$ cat src/rtl/tower_pkg.sv
// Shared constants and state encoding for the tower game's position movers.
package tower_pkg;

  localparam int Y_WIDTH   = 7;
  localparam int DIV_WIDTH = 20;

  localparam logic [Y_WIDTH-1:0] Y_INIT     = 7'd104;
  localparam logic [4:0]         UNIT_BLOCK = 5'd16;
  localparam logic [Y_WIDTH-1:0] Y_MIN      = 7'd8;

  typedef enum logic [1:0] {
    IDLE = 2'd0,
    MOVE = 2'd1,
    DONE = 2'd2
  } y_step_state_t;

endpackage

$ cat src/rtl/y_stepper_if.sv
// Request/status and position-load signals between game FSM, y_stepper and the y register.
// Handshake: start is a one-cycle request honoured only while busy=0 and done=0;
// load is a one-cycle strobe, new_y_position is valid whenever load=1.
interface y_stepper_if;
  import tower_pkg::*;

  logic               start;
  logic               load;
  logic [Y_WIDTH-1:0] new_y_position;
  logic               busy;
  logic               done;
  logic               at_top;

  modport master (
    output start,
    input  load,
    input  new_y_position,
    input  busy,
    input  done,
    input  at_top
  );

  modport slave (
    input  start,
    output load,
    output new_y_position,
    output busy,
    output done,
    output at_top
  );

endinterface

$ cat src/rtl/step_tick.sv
// Free-running divider that emits a one-cycle tick every DIV enabled clocks.
// Shared by the x- and y-axis movers; clear restarts the count from zero.
module step_tick #(
  parameter int unsigned DIV = 4,
  parameter int          W   = 20
) (
  input  logic clk,
  input  logic reset,
  input  logic clear,
  input  logic en,
  output logic tick
);

  localparam logic [W-1:0] LAST = W'(DIV - 1);

  logic [W-1:0] cnt;

  assign tick = en && (cnt == LAST);

  always_ff @(posedge clk or posedge reset) begin
    if (reset) begin
      cnt <= '0;
    end else if (clear) begin
      cnt <= '0;
    end else if (en) begin
      cnt <= tick ? '0 : cnt + 1'b1;
    end
  end

endmodule

$ cat src/rtl/y_stepper.sv
// Moves the active block up one block height as a paced series of 1-pixel loads.
// Define Y_STEPPER_INSTANT_EN to replace the animated climb with a single jump.
module y_stepper
  import tower_pkg::*;
#(
  parameter int unsigned STEP_DIV = 833333
) (
  input  logic          clk,
  input  logic          reset,
  y_stepper_if.slave    bus,
  output y_step_state_t dbg_state
);

  y_step_state_t      state;
  logic [Y_WIDTH-1:0] y_shadow;
  logic [Y_WIDTH-1:0] new_y;
  logic [4:0]         step_cnt;
  logic               load_r;
  logic               done_r;
  logic               busy_r;
  logic               at_top_r;

  logic signed [7:0]  target;
  logic               refuse;
  logic               accept;

  // Signed so a target above row 0 shows up as negative rather than wrapping.
  assign target = $signed({1'b0, y_shadow}) - $signed({3'b000, UNIT_BLOCK});
  assign refuse = target < $signed({1'b0, Y_MIN});
  assign accept = (state == IDLE) && bus.start && !refuse;

`ifndef Y_STEPPER_INSTANT_EN
  logic tick;

  step_tick #(
    .DIV (STEP_DIV),
    .W   (DIV_WIDTH)
  ) u_step_tick (
    .clk   (clk),
    .reset (reset),
    .clear (accept),
    .en    ((state == MOVE) && (step_cnt != 5'd0)),
    .tick  (tick)
  );
`endif

  // MOVE lingers one cycle after the last load so DONE covers exactly the done pulse.
  always_ff @(posedge clk or posedge reset) begin
    if (reset) begin
      state    <= IDLE;
      y_shadow <= Y_INIT;
      new_y    <= Y_INIT;
      step_cnt <= 5'd0;
      load_r   <= 1'b0;
      done_r   <= 1'b0;
      busy_r   <= 1'b0;
      at_top_r <= 1'b0;
    end else begin
      load_r <= 1'b0;
      done_r <= 1'b0;
      case (state)
        IDLE: begin
          if (bus.start && refuse) begin
            at_top_r <= 1'b1;
          end else if (accept) begin
            state  <= MOVE;
            busy_r <= 1'b1;
`ifdef Y_STEPPER_INSTANT_EN
            step_cnt <= 5'd1;
`else
            step_cnt <= UNIT_BLOCK;
`endif
          end
        end
        MOVE: begin
          if (step_cnt == 5'd0) begin
            state  <= DONE;
            busy_r <= 1'b0;
            done_r <= 1'b1;
          end else begin
`ifdef Y_STEPPER_INSTANT_EN
            load_r   <= 1'b1;
            y_shadow <= target[Y_WIDTH-1:0];
            new_y    <= target[Y_WIDTH-1:0];
            step_cnt <= 5'd0;
`else
            if (tick) begin
              load_r   <= 1'b1;
              y_shadow <= y_shadow - 7'd1;
              new_y    <= y_shadow - 7'd1;
              step_cnt <= step_cnt - 5'd1;
            end
`endif
          end
        end
        DONE: begin
          state <= IDLE;
        end
        default: begin
          state <= IDLE;
        end
      endcase
    end
  end

  assign bus.load           = load_r;
  assign bus.new_y_position = new_y;
  assign bus.busy           = busy_r;
  assign bus.done           = done_r;
  assign bus.at_top         = at_top_r;
  assign dbg_state          = state;

endmodule

$ cat src/flat_wrapper.sv
// flat-port wrapper written by rule: the top's interface ports become plain ports
module y_stepper_flat import tower_pkg::*;
#(
  parameter int unsigned STEP_DIV = 833333
)
  (clk, reset, dbg_state, bus_start, bus_load, bus_new_y_position, bus_busy, bus_done, bus_at_top);
  y_stepper_if bus_i ();
  input  logic clk;
  input  logic reset;
  output y_step_state_t dbg_state;
  input wire logic [$bits(bus_i.start)-1:0] bus_start;
  output wire logic [$bits(bus_i.load)-1:0] bus_load;
  output wire logic [$bits(bus_i.new_y_position)-1:0] bus_new_y_position;
  output wire logic [$bits(bus_i.busy)-1:0] bus_busy;
  output wire logic [$bits(bus_i.done)-1:0] bus_done;
  output wire logic [$bits(bus_i.at_top)-1:0] bus_at_top;
  assign bus_i.start = bus_start;
  assign bus_load = bus_i.load;
  assign bus_new_y_position = bus_i.new_y_position;
  assign bus_busy = bus_i.busy;
  assign bus_done = bus_i.done;
  assign bus_at_top = bus_i.at_top;
  y_stepper #(.STEP_DIV(STEP_DIV)) u_core (.clk(clk), .reset(reset), .bus(bus_i), .dbg_state(dbg_state));
endmodule
$ cat config.mk
export PLATFORM = sky130hd
export DESIGN_NAME = y_stepper_flat
export DESIGN_NICKNAME = d
export VERILOG_FILES = /design/src/rtl/tower_pkg.sv /design/src/rtl/y_stepper_if.sv /design/src/rtl/step_tick.sv /design/src/rtl/y_stepper.sv /design/src/flat_wrapper.sv
export SDC_FILE = /design/constraint.sdc
export NUM_CORES = 1
export LEC_CHECK = 0
export ABC_AREA = 1
export CORE_UTILIZATION = 33
export DETAILED_ROUTE_END_ITERATION = 8
export PLACE_DENSITY = 0.57
export SETUP_SLACK_MARGIN = 0.05
export SLEW_MARGIN = 15
export SYNTH_ARGS = -nofsm -noshare
export SYNTH_HDL_FRONTEND = slang
export SYNTH_HIERARCHICAL = 1
export SYNTH_SLANG_ARGS = --single-unit
$ cat constraint.sdc
create_clock -name clk -period 2.07 [get_ports clk]
set_input_delay 0.414 -clock clk [delete_from_list [all_inputs] [get_ports clk]]
set_output_delay 0.414 -clock clk [all_outputs]
set_load 0.005 [all_outputs]
Word level (Yosys, flattened, before mapping) --
Index checks and enable logic that the tools add are counted. Widths: inputs -> output; s select.
Operators by class: bitwise gates (word level) 1, div/mod/pow operators 0, add/sub/neg operators 4, reduce and logical (&&, ||, !) cells 16, $mul 0, eq/ne operators 7, order comparisons 1, shift-type cells 0, muxes and demuxes 21
Operators by type and width (count):
- $mux 20 | 3
- $add 20x1->20 const B | 1
- $eq 20x20->1 const B | 1
- $mux 5 | 4
- $pmux 5 s2 | 1
- $lt 8x5->1 const B | 1
- $mux 1 | 8
- $ne 2x2->1 const B | 4
- $sub 7x5->8 const B | 1
- $sub 7x1->7 const B | 1
- $mux 2 | 3
- $reduce_and 3->1 | 2
- $logic_and 1x1->1 | 5
- $logic_not 5->1 | 1
- $reduce_and 5->1 | 1
- $reduce_bool 5->1 | 1
- $sub 5x1->5 const B | 1
- $pmux 2 s2 | 1
- $reduce_and 4->1 | 1
- $reduce_bool 2->1 | 2
- $eq 2x1->1 const B | 1
- $logic_not 2->1 | 1
- $ne 2x1->1 const B | 1
- $pmux 1 s2 | 1
- other kinds (3) | 3
Storage, ports and cells: memories 0, flip-flop bits (word level) 38, bits in latches 0, RAM bits 0, logic and storage cells 58, memory bits (read-only) 0

Logic depth before layout (Yosys ltp) --
depth after elaboration 7, depth in mapped cells 17

Modules after synthesis --
The synthesis kept the hierarchy.
By module, submodules not included:
- step_tick | area an instance 1376.3 um2, instances 1, cells each 180, sequential area each 500.5 um2
- y_stepper | area an instance 954.7 um2, instances 1, cells each 118, sequential area each 454.2 um2

Worst setup path before layout --
No wires, ideal clock.
kind reg2reg, start point register u_core.step_cnt[0], end point register u_core.step_cnt[3], path buffers 1, cell stages (with the launch flop) 18, path slack 137 ps, required time 1953 ps, period minus slack after synthesis 1933 ps, data arrival time 1816 ps, cells stage by stage dfrtp_1 > inv_1 > ha_1 > inv_1 > nor2_1 > nand2_2 > nand2_1 > inv_1 > nand2_1 > clkinv_1 > nand2_1 > nor2_2 > nand3_4 > inv_1 > nand3_4 > buf_6 > nand3_1 > nand2_1
On the way: longest elaborated chain between the ends 5, elaborated cells between the ends (all ways) 11, classes of those cells 1 x add/sub; 2 x eq/ne; 3 x mux; 5 x reduce/logical
RTL lines:
- from (decl) | RTL line y_stepper.sv:17 | logic [4:0] step_cnt;
- from (signal assigned) | RTL line y_stepper.sv:91 | step_cnt <= step_cnt - 5'd1;
- $reduce_bool 5->1 | RTL line y_stepper.sv:42 | .en ((state == MOVE) && (step_cnt != 5'd0)),
- $logic_and 1x1->1 | RTL line y_stepper.sv:42
- $logic_and 1x1->1 | RTL line step_tick.sv:18 | assign tick = en && (cnt == LAST);
- via u_core.tick | RTL line y_stepper.sv:33 | logic tick;
- $ne 2x2->1 (no source line)
- $reduce_and 5->1 (no source line)
The timed path passes the listed nets, and every way through them passes these cells. The select of a mux whose other input is x is not followed. A chain may end at the register's enable or synchronous reset.

Worst setup path after layout --
start point register u_core.step_cnt[0], end point register u_core.u_step_tick.cnt[1]
On the way: longest elaborated chain between the ends 6, elaborated cells between the ends (all ways) 7, classes of those cells 3 x mux; 4 x reduce/logical
RTL lines:
- $reduce_bool 5->1 (*) | RTL line y_stepper.sv:42
- $logic_and 1x1->1 (*) | RTL line y_stepper.sv:42
- $logic_and 1x1->1 | RTL line step_tick.sv:18
- $mux 20 | RTL line step_tick.sv:26 | cnt <= tick ? '0 : cnt + 1'b1;
- $mux 20 | RTL line step_tick.sv:25 | end else if (en) begin
- $mux 20 | RTL line step_tick.sv:23 | end else if (clear) begin
- to (signal assigned) | RTL line step_tick.sv:26
- to (decl) | RTL line step_tick.sv:16 | logic [W-1:0] cnt;
Every way passes the cells marked *; elsewhere a longest branch is shown, timed or not. The select of a mux whose other input is x is not followed.

==> results.json <==
{
  "hold_viol_final": 0,
  "power_frac_comb_pct": 1.6,
  "clk_path_buf_depth": 2,
  "nNetsFinal": 339,
  "vias": 1914,
  "timing.critical_path.buf_inv": 6,
  "syn2layout_area_growth_pct": 21.79,
  "final_util_pct": 41.79,
  "clkTransAtPathRegs_ns": 0.08,
  "numClockSinks": 38,
  "startpoint_type": "register",
  "setup_viol": 0,
  "endpoint_kind": "register",
  "port_buffers": 15,
  "clock_latency_ns": 0.29,
  "crit_type": "reg -> reg",
  "p_clk_share_pct": 49.7,
  "drv_slew": 0,
  "drt_iter0_drc": 77,
  "path_common_cell": "nand2_1",
  "row_count": 30,
  "avgSynthCellArea_sq_um": 7.822,
  "min_path_type": "in -> async",
  "vdd_drop_max_mv": 0.2894,
  "routedWlPerCell_um": 11.89,
  "cts_tree": "built",
  "fin_crit_sh_pct": 89.93,
  "yosysSeqAreaShare_pct": 40.96,
  "final_cell_mix": "86 x nand2_1, 35 x dfrtp_1, 33 x nor2_1",
  "ys.warnings.count": 6,
  "fin_skew_ns": 0.007988,
  "final_antenna_net_count": 0,
  "syn_area_sq_um": 2331,
  "yosysUniqueCellTypes": 29,
  "dieHeight_um": 86.05,
  "post-route-min-period_ns": 1.862,
  "synth_cells": 298,
  "p_switching_uw": 289.9,
  "core_sq_um": 6794,
  "drt_pre_antenna_iters": 4,
  "drive_gt1_share_pct": 23.19,
  "maxCapViolCount": 0,
  "rsz0062_at_grt": "no",
  "final-instance-count-excl-fill": 428,
  "power_frac_seq_pct": 48.8,
  "power_density_nw_per_um2": 535.9,
  "grt_pass1_vias": 1888,
  "critPathTopFamily": "simple AND/OR/NAND/NOR gates",
  "diodes": 0,
  "p_leak_uw": 0.001344,
  "cp.arrival_ns": 2.04,
  "cts_hold_buffers": 0,
  "hpwl_mm": 3.694,
  "pin_count": 16,
  "grt_overflow": 0,
  "final_common_cell": "nand2_1",
  "intPower_uw": 1232,
  "drt_wl_total_mm": 5.088,
  "clock.fmax_mhz": 537.2,
  "viasPerCell": 4.472,
  "antenna_found_initial": 0,
  "cp_slowest_stage_delay_ns": 0.35,
  "grt_max_degree": 21,
  "status": "finished clean",
  "grtUsageTotal_pct": 15.28,
  "worst_slew_pin_slew_ns": 0.2731,
  "ctsRootBufferMaster": "clkbuf_8",
  "relSlewSlack_pct": 81.79,
  "critPathMaxFanout": 5,
  "path_cells": "inv_1 > ha_1 > inv_1 > nor2_1 > nand2_2 > nand2_2 > inv_2 > nand2_1 > clkinv_1 > nand2_1 > nor2_2 > nand3_4 > buf_4 > nand2_1 > inv_2 > nand2_1 > o21ai_1",
  "start_util_pct": 34.31,
  "sw_frac_of_total_pct": 19.06,
  "gp_congestion": 0.8083,
  "syn-num-nets": 306,
  "h-tree-depth": 2,
  "cts_buffers": 5,
  "dieArea_sq_um": 7404,
  "dieWidth_um": 86.05,
  "ys_seq_elements": 38,
  "remaining_drc_errors": 0,
  "slowest_stage": "dfrtp_1",
  "critical_path_required_ns": 2.25,
  "grt_pass1_wl_mm": 8.887,
  "dp.cells": 416,
  "design_power_total_uw": 1522
}
power groups by stage:
stage | registers [uW] | clock network [uW] | logic [uW]
final | 742 | 756 | 23.7
after global routing | 742 | 805 | 27.8
after CTS | 742 | 781 | 25.4
after detailed placement | 756 | 0 | 25.5
after global placement | 756 | 0 | 25.5
after floorplan | 756 | 0 | 12.7
worst paths after layout:
path                                           startpoint                                  endpoint  slack [ns]  depth (start not counted)
max in group asynchronous                           reset  u_core/bus.new_y_position[6]$_DFFE_PP1P_        1.34                          3
min reg2reg                 u_core/bus.at_top$_DFFE_PP0P_             u_core/bus.at_top$_DFFE_PP0P_        0.49                          1
min                                                 reset  u_core/bus.new_y_position[1]$_DFFE_PP0P_        0.47                          3
min in group clk            u_core/bus.at_top$_DFFE_PP0P_             u_core/bus.at_top$_DFFE_PP0P_        0.49                          1
max                        u_core/step_cnt[0]$_DFFE_PP0P_     u_core/u_step_tick/cnt[1]$_DFFE_PP0P_        0.21                         17
max reg2reg                u_core/step_cnt[0]$_DFFE_PP0P_     u_core/u_step_tick/cnt[1]$_DFFE_PP0P_        0.21                         17
synthesized netlist by cell type:
| master | count | area (sq um) |
|---|---|---|
| nand2_1 | 88 | 330.3 |
| dfrtp_1 | 35 | 875.8 |
| nor2_1 | 33 | 123.9 |
| inv_1 | 28 | 105.1 |
| nand3_1 | 18 | 90.09 |
| inv_2 | 11 | 41.29 |
| nor2_2 | 10 | 62.56 |
| nor2_4 | 9 | 101.4 |
| nand2_2 | 7 | 43.79 |
| xnor2_1 | 7 | 61.31 |
| xor2_1 | 6 | 52.55 |
| a21oi_1 | 5 | 25.02 |
| ha_1 | 5 | 62.56 |
| nand4_1 | 5 | 31.28 |
| o21ai_1 | 4 | 20.02 |
| dfstp_2 | 3 | 78.83 |
| nand3b_1 | 3 | 22.52 |
| nor3_2 | 3 | 30.03 |
| o21ai_0 | 3 | 15.01 |
| buf_6 | 2 | 22.52 |
| nand2_4 | 2 | 22.52 |
| nand3_4 | 2 | 35.03 |
| nor3_1 | 2 | 10.01 |
| nor3b_2 | 2 | 25.02 |
| a31o_1 | 1 | 8.760 |
| clkinv_1 | 1 | 3.750 |
| nand3_2 | 1 | 10.01 |
| o21ai_2 | 1 | 8.760 |
| o21bai_2 | 1 | 11.26 |
area by class of cell:
class | instances | area, sq um
Fill cell | 706 | 3955
Multi-Input combinational cell | 219 | 1231
Sequential cell | 38 | 954.7
Timing Repair Buffer | 27 | 240.2
Inverter | 40 | 155.1
Tap cell | 96 | 120.1
Clock buffer | 5 | 68.82
Clock inverter | 3 | 68.82
sequential cells by signal, summed over array words and instances (netlist names):
name and count:
u_core/bus.at_top 1, u_core/bus.busy 1, u_core/bus.done 1, u_core/bus.load 1
u_core/bus.new_y_position 7, u_core/dbg_state 2, u_core/step_cnt 5, u_core/u_step_tick/cnt 20
worst register-to-register path: stages, from the launching register on:
cell and delay [ns]:
dfrtp_1 0.35, inv_1 0.07, ha_1 0.19, inv_1 0.05, nor2_1 0.04, nand2_2 0.07
nand2_2 0.05, inv_2 0.09, nand2_1 0.08, clkinv_1 0.05, nand2_1 0.06, nor2_2 0.12
nand3_4 0.09, buf_4 0.17, nand2_1 0.08, inv_2 0.07, nand2_1 0.06, o21ai_1 0.06
routing by layer:
layer	wire (um)	part of all wire, %	GRT usage, %
met1	2592	51	21.29
met2	2282	45	23.59
met5	0	0	0
met3	156	3.1	2.984
met4	57	1.1	5.455
repair_timing:
item,in CTS,in global routing
cloned,1,0
pin swaps,1,3
resized for setup,3,5
setup endpoints to repair,10,30
setup buffers,0,3
through the flow:
| stage | TNS (ns) | setup slack, ns | instance area, sq um | hold WS, ns |
|---|---|---|---|---|
| floorplan | 0 | 0.1369 | 2331 | 0.3504 |
| finish | 0 | 0.2084 | 2839 | 0.4714 |
| global route | 0 | 0.04977 | 2839 | 0.5125 |
| global placement | -0.08869 | -0.02131 | 2646 | 0.4751 |
| CTS | 0 | 0.06356 | 2804 | 0.4737 |
| detailed placement | -0.08629 | -0.02324 | 2646 | 0.4805 |
cells by family after synthesis:
logic type | after synthesis | share of synthesized area, %
xor+xnor | 13 | 4.885
buf+inv | 42 | 7.407
simple gates | 185 | 40.26
flops | 38 | 40.96
compound gates | 15 | 3.811
fa+ha+maj | 5 | 2.684
Power figures use the tool's default switching activity.
